`src/rtl/my_serial_dec16_if.sv`:
```
// Handshake bundle for the bit-serial decrementer: operand in, result and underflow out.
// Bit 15 of in/out is the least significant bit.
interface my_serial_dec16_if;
  logic        in_valid;
  logic        in_ready;
  logic [15:0] in;
  logic        out_valid;
  logic        out_ready;
  logic [15:0] out;
  logic        underflow;

  modport master (
    output in_valid, in, out_ready,
    input  in_ready, out_valid, out, underflow
  );

  modport slave (
    input  in_valid, in, out_ready,
    output in_ready, out_valid, out, underflow
  );
endinterface

```
`src/rtl/my_serial_dec16.sv`:
```
// Bit-serial 16-bit decrementer: one bit per clock through a single borrow flop,
// LSB (index 15) first, fixed 16-cycle latency, registered valid/ready on both sides.
module my_serial_dec16 (
  input  logic               clk,
  input  logic               reset_n,
  my_serial_dec16_if.slave   bus
);

  typedef enum logic [1:0] {
    IDLE  = 2'd0,
    SHIFT = 2'd1,
    DONE  = 2'd2
  } state_t;

  state_t      state_q;
  logic [15:0] work_q;
  logic [15:0] res_q;
  logic [3:0]  cnt_q;
  logic        borrow_q;
  logic        in_ready_q;
  logic        out_valid_q;
  logic [15:0] out_q;
  logic        underflow_q;

  logic [3:0]  k_d;
  logic        bit_d;
  logic        borrow_d;
  logic [15:0] res_d;

  // Index of the bit handled this cycle; counts down from the LSB at index 15.
  always_comb begin
    k_d         = 4'd15 - cnt_q;
    bit_d       = work_q[k_d];
    borrow_d    = borrow_q & ~bit_d;
    res_d       = res_q;
    res_d[k_d]  = bit_d ^ borrow_q;
  end

  always_ff @(posedge clk or negedge reset_n) begin
    if (!reset_n) begin
      state_q     <= IDLE;
      work_q      <= '0;
      res_q       <= '0;
      cnt_q       <= '0;
      borrow_q    <= 1'b0;
      in_ready_q  <= 1'b1;
      out_valid_q <= 1'b0;
      out_q       <= '0;
      underflow_q <= 1'b0;
    end else begin
      case (state_q)
        IDLE: begin
          if (bus.in_valid) begin
            work_q     <= bus.in;
            borrow_q   <= 1'b1;
            cnt_q      <= '0;
            in_ready_q <= 1'b0;
            state_q    <= SHIFT;
          end
        end
        SHIFT: begin
          res_q    <= res_d;
          borrow_q <= borrow_d;
          cnt_q    <= cnt_q + 4'd1;
          // Visible outputs only move on the edge that finishes bit 0.
          if (cnt_q == 4'd15) begin
            out_q       <= res_d;
            underflow_q <= borrow_d;
            out_valid_q <= 1'b1;
            state_q     <= DONE;
          end
        end
        DONE: begin
          if (bus.out_ready) begin
            out_valid_q <= 1'b0;
            in_ready_q  <= 1'b1;
            state_q     <= IDLE;
          end
        end
        default: begin
          out_valid_q <= 1'b0;
          in_ready_q  <= 1'b1;
          state_q     <= IDLE;
        end
      endcase
    end
  end

  assign bus.in_ready  = in_ready_q;
  assign bus.out_valid = out_valid_q;
  assign bus.out       = out_q;
  assign bus.underflow = underflow_q;

endmodule

```
`src/flat_wrapper.sv`:
```
// flat-port wrapper written by rule: the top's interface ports become plain ports
module my_serial_dec16_flat 
  (clk, reset_n, bus_in_valid, bus_in, bus_out_ready, bus_in_ready, bus_out_valid, bus_out, bus_underflow);
  my_serial_dec16_if bus_i ();
  input  logic clk;
  input  logic reset_n;
  input wire logic [$bits(bus_i.in_valid)-1:0] bus_in_valid;
  input wire logic [$bits(bus_i.in)-1:0] bus_in;
  input wire logic [$bits(bus_i.out_ready)-1:0] bus_out_ready;
  output wire logic [$bits(bus_i.in_ready)-1:0] bus_in_ready;
  output wire logic [$bits(bus_i.out_valid)-1:0] bus_out_valid;
  output wire logic [$bits(bus_i.out)-1:0] bus_out;
  output wire logic [$bits(bus_i.underflow)-1:0] bus_underflow;
  assign bus_i.in_valid = bus_in_valid;
  assign bus_i.in = bus_in;
  assign bus_i.out_ready = bus_out_ready;
  assign bus_in_ready = bus_i.in_ready;
  assign bus_out_valid = bus_i.out_valid;
  assign bus_out = bus_i.out;
  assign bus_underflow = bus_i.underflow;
  my_serial_dec16 u_core (.clk(clk), .reset_n(reset_n), .bus(bus_i));
endmodule
```
`config.mk`:
```
export PLATFORM = sky130hd
export DESIGN_NAME = my_serial_dec16_flat
export DESIGN_NICKNAME = d
export VERILOG_FILES = /design/src/rtl/my_serial_dec16_if.sv /design/src/rtl/my_serial_dec16.sv /design/src/flat_wrapper.sv
export SDC_FILE = /design/constraint.sdc
export NUM_CORES = 1
export LEC_CHECK = 0
export BUFFER_PORTS_ARGS = -buffer_cell sky130_fd_sc_hd__buf_2
export CAP_MARGIN = 25
export CORE_MARGIN = 1
export CORE_UTILIZATION = 50
export DETAILED_ROUTE_END_ITERATION = 8
export GPL_ROUTABILITY_DRIVEN = 0
export PLACE_DENSITY = 0.76
export SLEW_MARGIN = 15
export SYNTH_ARGS = -nofsm -noshare
export SYNTH_HDL_FRONTEND = slang
export SYNTH_SLANG_ARGS = --single-unit
```
`constraint.sdc`:
```
create_clock -name clk -period 2.99 [get_ports clk]
set_clock_uncertainty 0.15 [all_clocks]
set_input_delay 0.299 -clock clk [delete_from_list [all_inputs] [get_ports clk]]
set_output_delay 0.299 -clock clk [all_outputs]
set_load 0.03 [all_outputs]
```
==> results of run 1 <==
state kept, by name, summed over array words and instances (netlist names):
register              flops
u_core.bus.out_valid      1
u_core.bus.out           16
u_core.work_q            16
u_core.res_q             16
u_core.bus.underflow      1
u_core.bus.in_ready       1
u_core.borrow_q           1
u_core.state_q            2
u_core.cnt_q              4
layout make-up:
type	instances	area, um^2	area share, %
multi-input cells	141	1297	38.96
inverters	20	75.07	2.254
clock buffers	14	152.6	4.583
repair buffers	44	262.8	7.889
well taps	72	90.09	2.705
flip-flops and latches	58	1453	43.61
per-layer routing:
layer  track usage [%]  wire [um]
met4             11.48        132
met3             3.605        250
met1             27.33       2412
met2             29.83       2515
met5                 0          0
Yosys cell counts, types with 2 or more instances:
library cell | number | area, um^2
buf_2 | 5 | 25.02
o21ai_0 | 3 | 15.01
ha_1 | 5 | 62.56
nand2_1 | 14 | 52.55
o31ai_1 | 2 | 15.01
nor2b_1 | 2 | 12.51
buf_6 | 2 | 22.52
mux2_2 | 25 | 281.5
nor3b_1 | 4 | 30.03
a22o_1 | 3 | 26.28
dfrtp_1 | 57 | 1426
clkbuf_1 | 11 | 41.29
mux4_2 | 4 | 90.09
nor2_1 | 6 | 22.52
mux2i_1 | 31 | 310.3
a21oi_1 | 4 | 20.02
inv_1 | 20 | 75.07
nand3_1 | 8 | 40.04
mux2_4 | 10 | 150.1
nand3b_1 | 9 | 67.56
and3_1 | 2 | 12.51
cell families (layout without fill, tap and decap cells):
| kind of cell | after synthesis | in the layout | synth area share [%] |
|---|---|---|---|
| AO/OA/AOI/OAI | 15 | 15 | 3.412 |
| adder cells (fa/ha/maj) | 5 | 5 | 2.132 |
| buffers and inverters | 39 | 78 | 6.268 |
| flip-flops | 58 | 58 | 49.51 |
| multiplexers | 70 | 70 | 28.36 |
| AND/OR/NAND/NOR | 51 | 51 | 10.32 |
stage by stage:
stage	setup WS, ps	hold WS (ps)
CTS	433.2	4.665
global route	329.9	18.24
floorplan	507.2	-146.6
finish	450.2	16.71
global placement	527.3	279.0
detailed placement	440.8	293.4
final timing paths:
| kind | cells after the start | endpoint | start |
|---|---|---|---|
| max in group asynchronous | 3 | u_core.bus.in_ready | reset_n |
| hold / removal | 2 | u_core.state_q[1] | bus_out_ready |
| setup / recovery | 7 | u_core.bus.out[3] | u_core.cnt_q[0] |
| setup reg to reg | 7 | u_core.bus.out[3] | u_core.cnt_q[0] |
| hold reg to reg | 1 | u_core.bus.out[15] | u_core.bus.out[15] |
| min in group asynchronous | 2 | u_core.work_q[5] | reset_n |
where the power goes:
| group | total (W) | switching, W | internal (W) |
|---|---|---|---|
| clock | 0.000591 | 0.000275 | 0.000315 |
| sequential | 0.00140 | 0.000249 | 0.00115 |
| combinational | 0.00198 | 0.00106 | 0.000920 |
repair_timing:
item	in CTS	in global routing
buffers inserted	0	0
hold buffers	1	0
hold endpoints to repair	34	0
==> results.tsv, run 1 <==
stage	metric	value	unit
timing	fmax	393.7	MHz
clock_tree	CTS tree	done	
yosys	ys async rst share	100.0	%
yosys	Yosys reg bits	58	
drt	DR vias/cell	5.395	
global_route	grt ovf	0	
drt	DR iter-0 viols	102	
yosys	syn nets	263	
layout	n_diodes	0	
global_route	gr usage total	20.00	%
yosys	ys flop type	dfrtp_1	
critical_path	Worst EP arrival	2610	ps
run_status	run status	completed	
floorplanning	die footprint	6179	um^2
clock_tree	clock-pin slew on the worst setup and hold paths	60	ps
layout	area delta synth->final	13.52	%
drt	Total Wirelength	5.310	mm
layout	share of cells above drive strength 1	35.02	%
timing	setup TNS	0	ps
clock_tree	Num CTS Buffers	9	
yosys	Post-Syn Area	2934	um^2
clock_tree	clk_lat worst skew	330	ps
drt	drt wl/cell	15.21	um
clock_tree	CTS-repair resized insts	0	
critical_path	Crit path max-delay family	multiplexers	
critical_path	Critical-path top delay cell	dfrtp_1	
timing	final hold viol count	0	
timing	period utilization	84.94	%
global_route	global-route wire length before repair	9.315	mm
floorplanning	Core ar.	5574	um^2
layout	commonest cells after routing, fill and taps aside	dfrtp_1, buf_2, mux2i_1	
floorplanning	FP Rows	27	
power_and_ir_drop	worst vdd ir	0.6876	mV
clock_tree	Clock Sinks	58	
power_and_ir_drop	LEAKAGE	1.683	nW
floorplanning	chip width	78.61	um
drt	Initial DRT Pass Iterations	4	
timing	unrepaired setup endpoints after global routing	no	
placed_design	Post-DP Area	3168	um^2
layout	cell area after layout	3331	um^2
clock_tree	clock tree buffer depth	2	
clock_tree	Root Buffer	clkbuf_8	
global_route	largest net degree at the start of global routing	36	
power_and_ir_drop	PwrDens	1193	nW/um^2
global_route	initial antenna violation count	0	
layout	final-stage net count	299	
yosys	YS warnings	0	
floorplanning	initial core utilization	52.64	%
critical_path	element type at the critical path end	register	
clock_tree	# H-tree levels	3	
yosys	sequential element share of the synthesized area	49.51	%
yosys	post-synth cell types	32	
critical_path	Bufs and invs on worst path	1	
critical_path	CP Cell Sequence	mux4_2 > a22oi_1 > and3_1 > ha_1 > buf_12 > mux2i_1 > mux2_4	
drt	detailed-route via count	1883	
layout	post-route insts no fill	349	
timing	worst slew pin tran	814.8	ps
critical_path	CP required	3060	ps
floorplanning	Die Y	78.61	um
floorplanning	I/O pin total	39	
placed_design	port bufs	38	
flow_run	Max Cap Viol	0	
layout	most common cell after layout, fill and taps aside	dfrtp_1	
timing	crit path time final	2540	ps
critical_path	WS Path Type	reg2reg	
power_and_ir_drop	total power after layout	0.003973	W
global_route	vias in the first global route	1966	
layout	Core Util, Final	59.75	%
timing	Final Max Tran Viols	0	
critical_path	Crit path largest cell delay	630	ps
layout	fill count	465	
timing	final-report setup violation count	0	
drt	antenna-violating nets left	0	
yosys	synthesized instance count	238	
placed_design	Inst Count DP	334	
timing	slew margin rel.	45.68	%
critical_path	Worst R2R Setup Slack	450	ps
critical_path	worst-path fanout max	32	
yosys	syn_area_per_cell	12.33	um^2
yosys	number of flops mapped to enable cells by yosys	0	
placed_design	DP HPWL	3.524	mm
critical_path	Critical Path Source Type	register	
drt	Residual DRC	0	
worst_hold_path	Worst Hold Class	in2reg	
No activity file was read; power rests on OpenSTA's default activity.
==> run 2: changes to the inputs <==
--- a/config.mk
+++ b/config.mk
@@ -11,7 +11,7 @@
 export CORE_UTILIZATION = 50
 export DETAILED_ROUTE_END_ITERATION = 8
 export GPL_ROUTABILITY_DRIVEN = 0
-export PLACE_DENSITY = 0.76
+export PLACE_DENSITY = 0.78
 export SLEW_MARGIN = 15
 export SYNTH_ARGS = -nofsm -noshare
 export SYNTH_HDL_FRONTEND = slang
==> constraint.sdc (replaced) <==
create_clock -name clk -period 2.3 [get_ports clk]
set_clock_uncertainty 0.15 [all_clocks]
set_input_delay 0.23 -clock clk [delete_from_list [all_inputs] [get_ports clk]]
set_output_delay 0.23 -clock clk [all_outputs]
set_load 0.03 [all_outputs]
==> run 2 against run 1 <==
Final cell count up 8.0%. Via count rose by 6.4%. Critical path type unchanged. Count of clock-buffer cells in the layout down 1. Largest cell class unchanged. Critical endpoint is now u_core.bus.out[15].
==> results.tsv, run 2 (synthesis results as in run 1) <==
stage	metric	value	unit	change
global_route	vias in the first global route	2105		was 1,966
timing	final-report setup violation count	0		unchanged
floorplanning	die footprint	6179	um^2	unchanged
timing	period utilization	99.05	%	was 84.94%
layout	Multi-input gate area	1333	um^2	was 1297 um^2
timing	slew margin rel.	56.47	%	was 45.68%
drt	Initial DRT Pass Iterations	4		unchanged
floorplanning	chip width	78.61	um	unchanged
layout	post-route insts no fill	377		was 349
power_and_ir_drop	LEAKAGE	1.846	nW	was 1.683 nW
floorplanning	initial core utilization	52.64	%	unchanged
timing	unrepaired setup endpoints after global routing	yes		was no
critical_path	WS Path Type	reg2reg		unchanged
drt	antenna-violating nets left	0		unchanged
power_and_ir_drop	Seq pwr share	30.1	%	was 35.3%
power_and_ir_drop	Pint	0.003610	W	was 0.002387 W
timing	fmax	438.9	MHz	was 393.7 MHz
layout	area delta synth->final	25.46	%	was 13.52%
clock_tree	clk_lat worst skew	340	ps	was 330 ps
clock_tree	# H-tree levels	3		unchanged
power_and_ir_drop	PwrDens	1596	nW/um^2	was 1193 nW/um^2
global_route	initial antenna violation count	0		unchanged
floorplanning	FP Rows	27		unchanged
timing	setup TNS	0	ps	unchanged
layout	Core Util, Final	66.04	%	was 59.75%
critical_path	Worst R2R Setup Slack	20	ps	was 450 ps
layout	n_diodes	0		unchanged
run_status	run status	completed		unchanged
critical_path	CP Cell Sequence	buf_4 > mux4_2 > nand3b_1 > and3_4 > ha_4 > buf_12 > mux2i_1 > mux2_4		was mux4_2 > a22oi_1 > and3_1 > ha_1 > buf_12 > mux2i_1 > mux2_4
clock_tree	Num CTS Buffers	9		unchanged
power_and_ir_drop	sw frac	38.55	%	was 39.92%
flow_run	Max Cap Viol	0		unchanged
layout	Register Area	1454	um^2	was 1453 um^2
timing	worst slew pin tran	653.0	ps	was 814.8 ps
critical_path	CP required	2370	ps	was 3060 ps
global_route	gr usage total	21.56	%	was 20.00%
critical_path	Critical Path Start	u_core.cnt_q[0]		unchanged
clock_tree	Clock Sinks	58		unchanged
drt	Residual DRC	0		unchanged
critical_path	element type at the critical path end	register		unchanged
critical_path	reg2reg start	u_core.cnt_q[0]		unchanged
layout	commonest cells after routing, fill and taps aside	dfrtp_1, buf_2, mux2i_1		unchanged
power_and_ir_drop	P_sw	0.002264	W	was 0.001586 W
layout	most common cell after layout, fill and taps aside	dfrtp_1		unchanged
drt	DR vias/cell	5.316		was 5.395
drt	detailed-route via count	2004		was 1,883
timing	Final Max Tran Viols	0		unchanged
placed_design	DP HPWL	3.581	mm	was 3.524 mm
global_route	grt ovf	0		unchanged
floorplanning	Core ar.	5574	um^2	unchanged
layout	final-stage net count	326		was 299
clock_tree	Root Buffer	clkbuf_8		unchanged
global_route	global-route wire length before repair	10.01	mm	was 9.315 mm
critical_path	Critical-path top delay cell	mux4_2		was dfrtp_1
floorplanning	Die Y	78.61	um	unchanged
power_and_ir_drop	total power after layout	0.005874	W	was 0.003973 W
worst_hold_path	Worst Hold Class	in2reg		unchanged
timing	final hold viol count	0		unchanged
power_and_ir_drop	clock share of power	16.7	%	was 14.9%
clock_tree	CTS tree	done		unchanged
drt	DR iter-0 viols	85		was 102
drt	Total Wirelength	6.032	mm	was 5.310 mm
critical_path	Critical Path Source Type	register		unchanged
critical_path	Crit path largest cell delay	490	ps	was 630 ps
layout	fill count	428		was 465
placed_design	Inst Count DP	342		was 334
placed_design	port bufs	38		unchanged
floorplanning	I/O pin total	39		unchanged
power_and_ir_drop	Comb power frac	53.2	%	was 49.9%
critical_path	Worst EP arrival	2350	ps	was 2610 ps
power_and_ir_drop	worst vdd ir	0.7494	mV	was 0.6876 mV
clock_tree	clock-pin slew on the worst setup and hold paths	60	ps	about the same
timing	crit path time final	2278	ps	was 2540 ps
global_route	largest net degree at the start of global routing	33		was 36
critical_path	worst-path fanout max	16		was 32
drt	drt wl/cell	16.00	um	was 15.21 um
layout	share of cells above drive strength 1	38.03	%	was 35.02%
clock_tree	clock tree buffer depth	2		unchanged
worst_hold_path	HP Start	bus_in_valid		was bus_out_ready
-- run 2: timing repair --
action,in CTS,in global routing
endpoints found under the hold margin,42,0
setup endpoints to repair,17,17
hold buffers,18,0
resized for setup,1,7
cloned,0,1
setup buffers,0,1
-- run 2: layout make-up --
cell class	count	share of cell area, %
clock buffers	13	4.589
clock inverters	2	0.9517
inverters	20	2.039
multi-input cells	141	36.20
flip-flops and latches	58	39.50
well taps	72	2.447
repair buffers	71	14.28
-- run 2: routing by layer --
metal,vias up,track usage (%),wire length [um]
met5,-,0,0
met4,0,12.04,129
met3,11,4.535,185
met2,35,33.30,2988
met1,1006,28.13,2730
li1,952,-,-
-- run 2: power by group through the flow --
stage               sequential [W]  combinational [W]  clock, W
global placement           0.00175            0.00268         0
CTS                        0.00176            0.00279   0.00100
detailed placement         0.00177            0.00276         0
global route               0.00183            0.00338   0.00104
floorplan                  0.00196            0.00184         0
finish                     0.00177            0.00313  0.000979
-- run 2: path summary, 6_finish.rpt --
| check | end | depth (start not counted) |
|---|---|---|
| min | u_core.bus.in_ready | 3 |
| max | u_core.bus.out[15] | 8 |
| max in group asynchronous | u_core.cnt_q[0] | 3 |
| min in group asynchronous | u_core.bus.out[1] | 2 |
| min reg2reg | u_core.bus.out_valid | 2 |
| max reg2reg | u_core.bus.out[15] | 8 |
-- run 2: metrics by stage --
stage                     cell area, um^2  setup WS, ps  hold WS, ps
final                                3681         21.75        68.10
after global routing                 3681        -51.53        108.1
after CTS                            3613         14.68        54.05
after detailed placement             3228        -57.47        141.2
after global placement               3228        -22.44        140.9
after floorplan                      2940         1.449       -215.6
-- run 2: worst max-delay path, delay by kind of cell (launching register included) --
kind / cells / cell delay, ps
buf+inv: 2 / 280
mux: 3 / 830
flops: 1 / 430
fa+ha+maj: 1 / 160
simple gates: 2 / 300
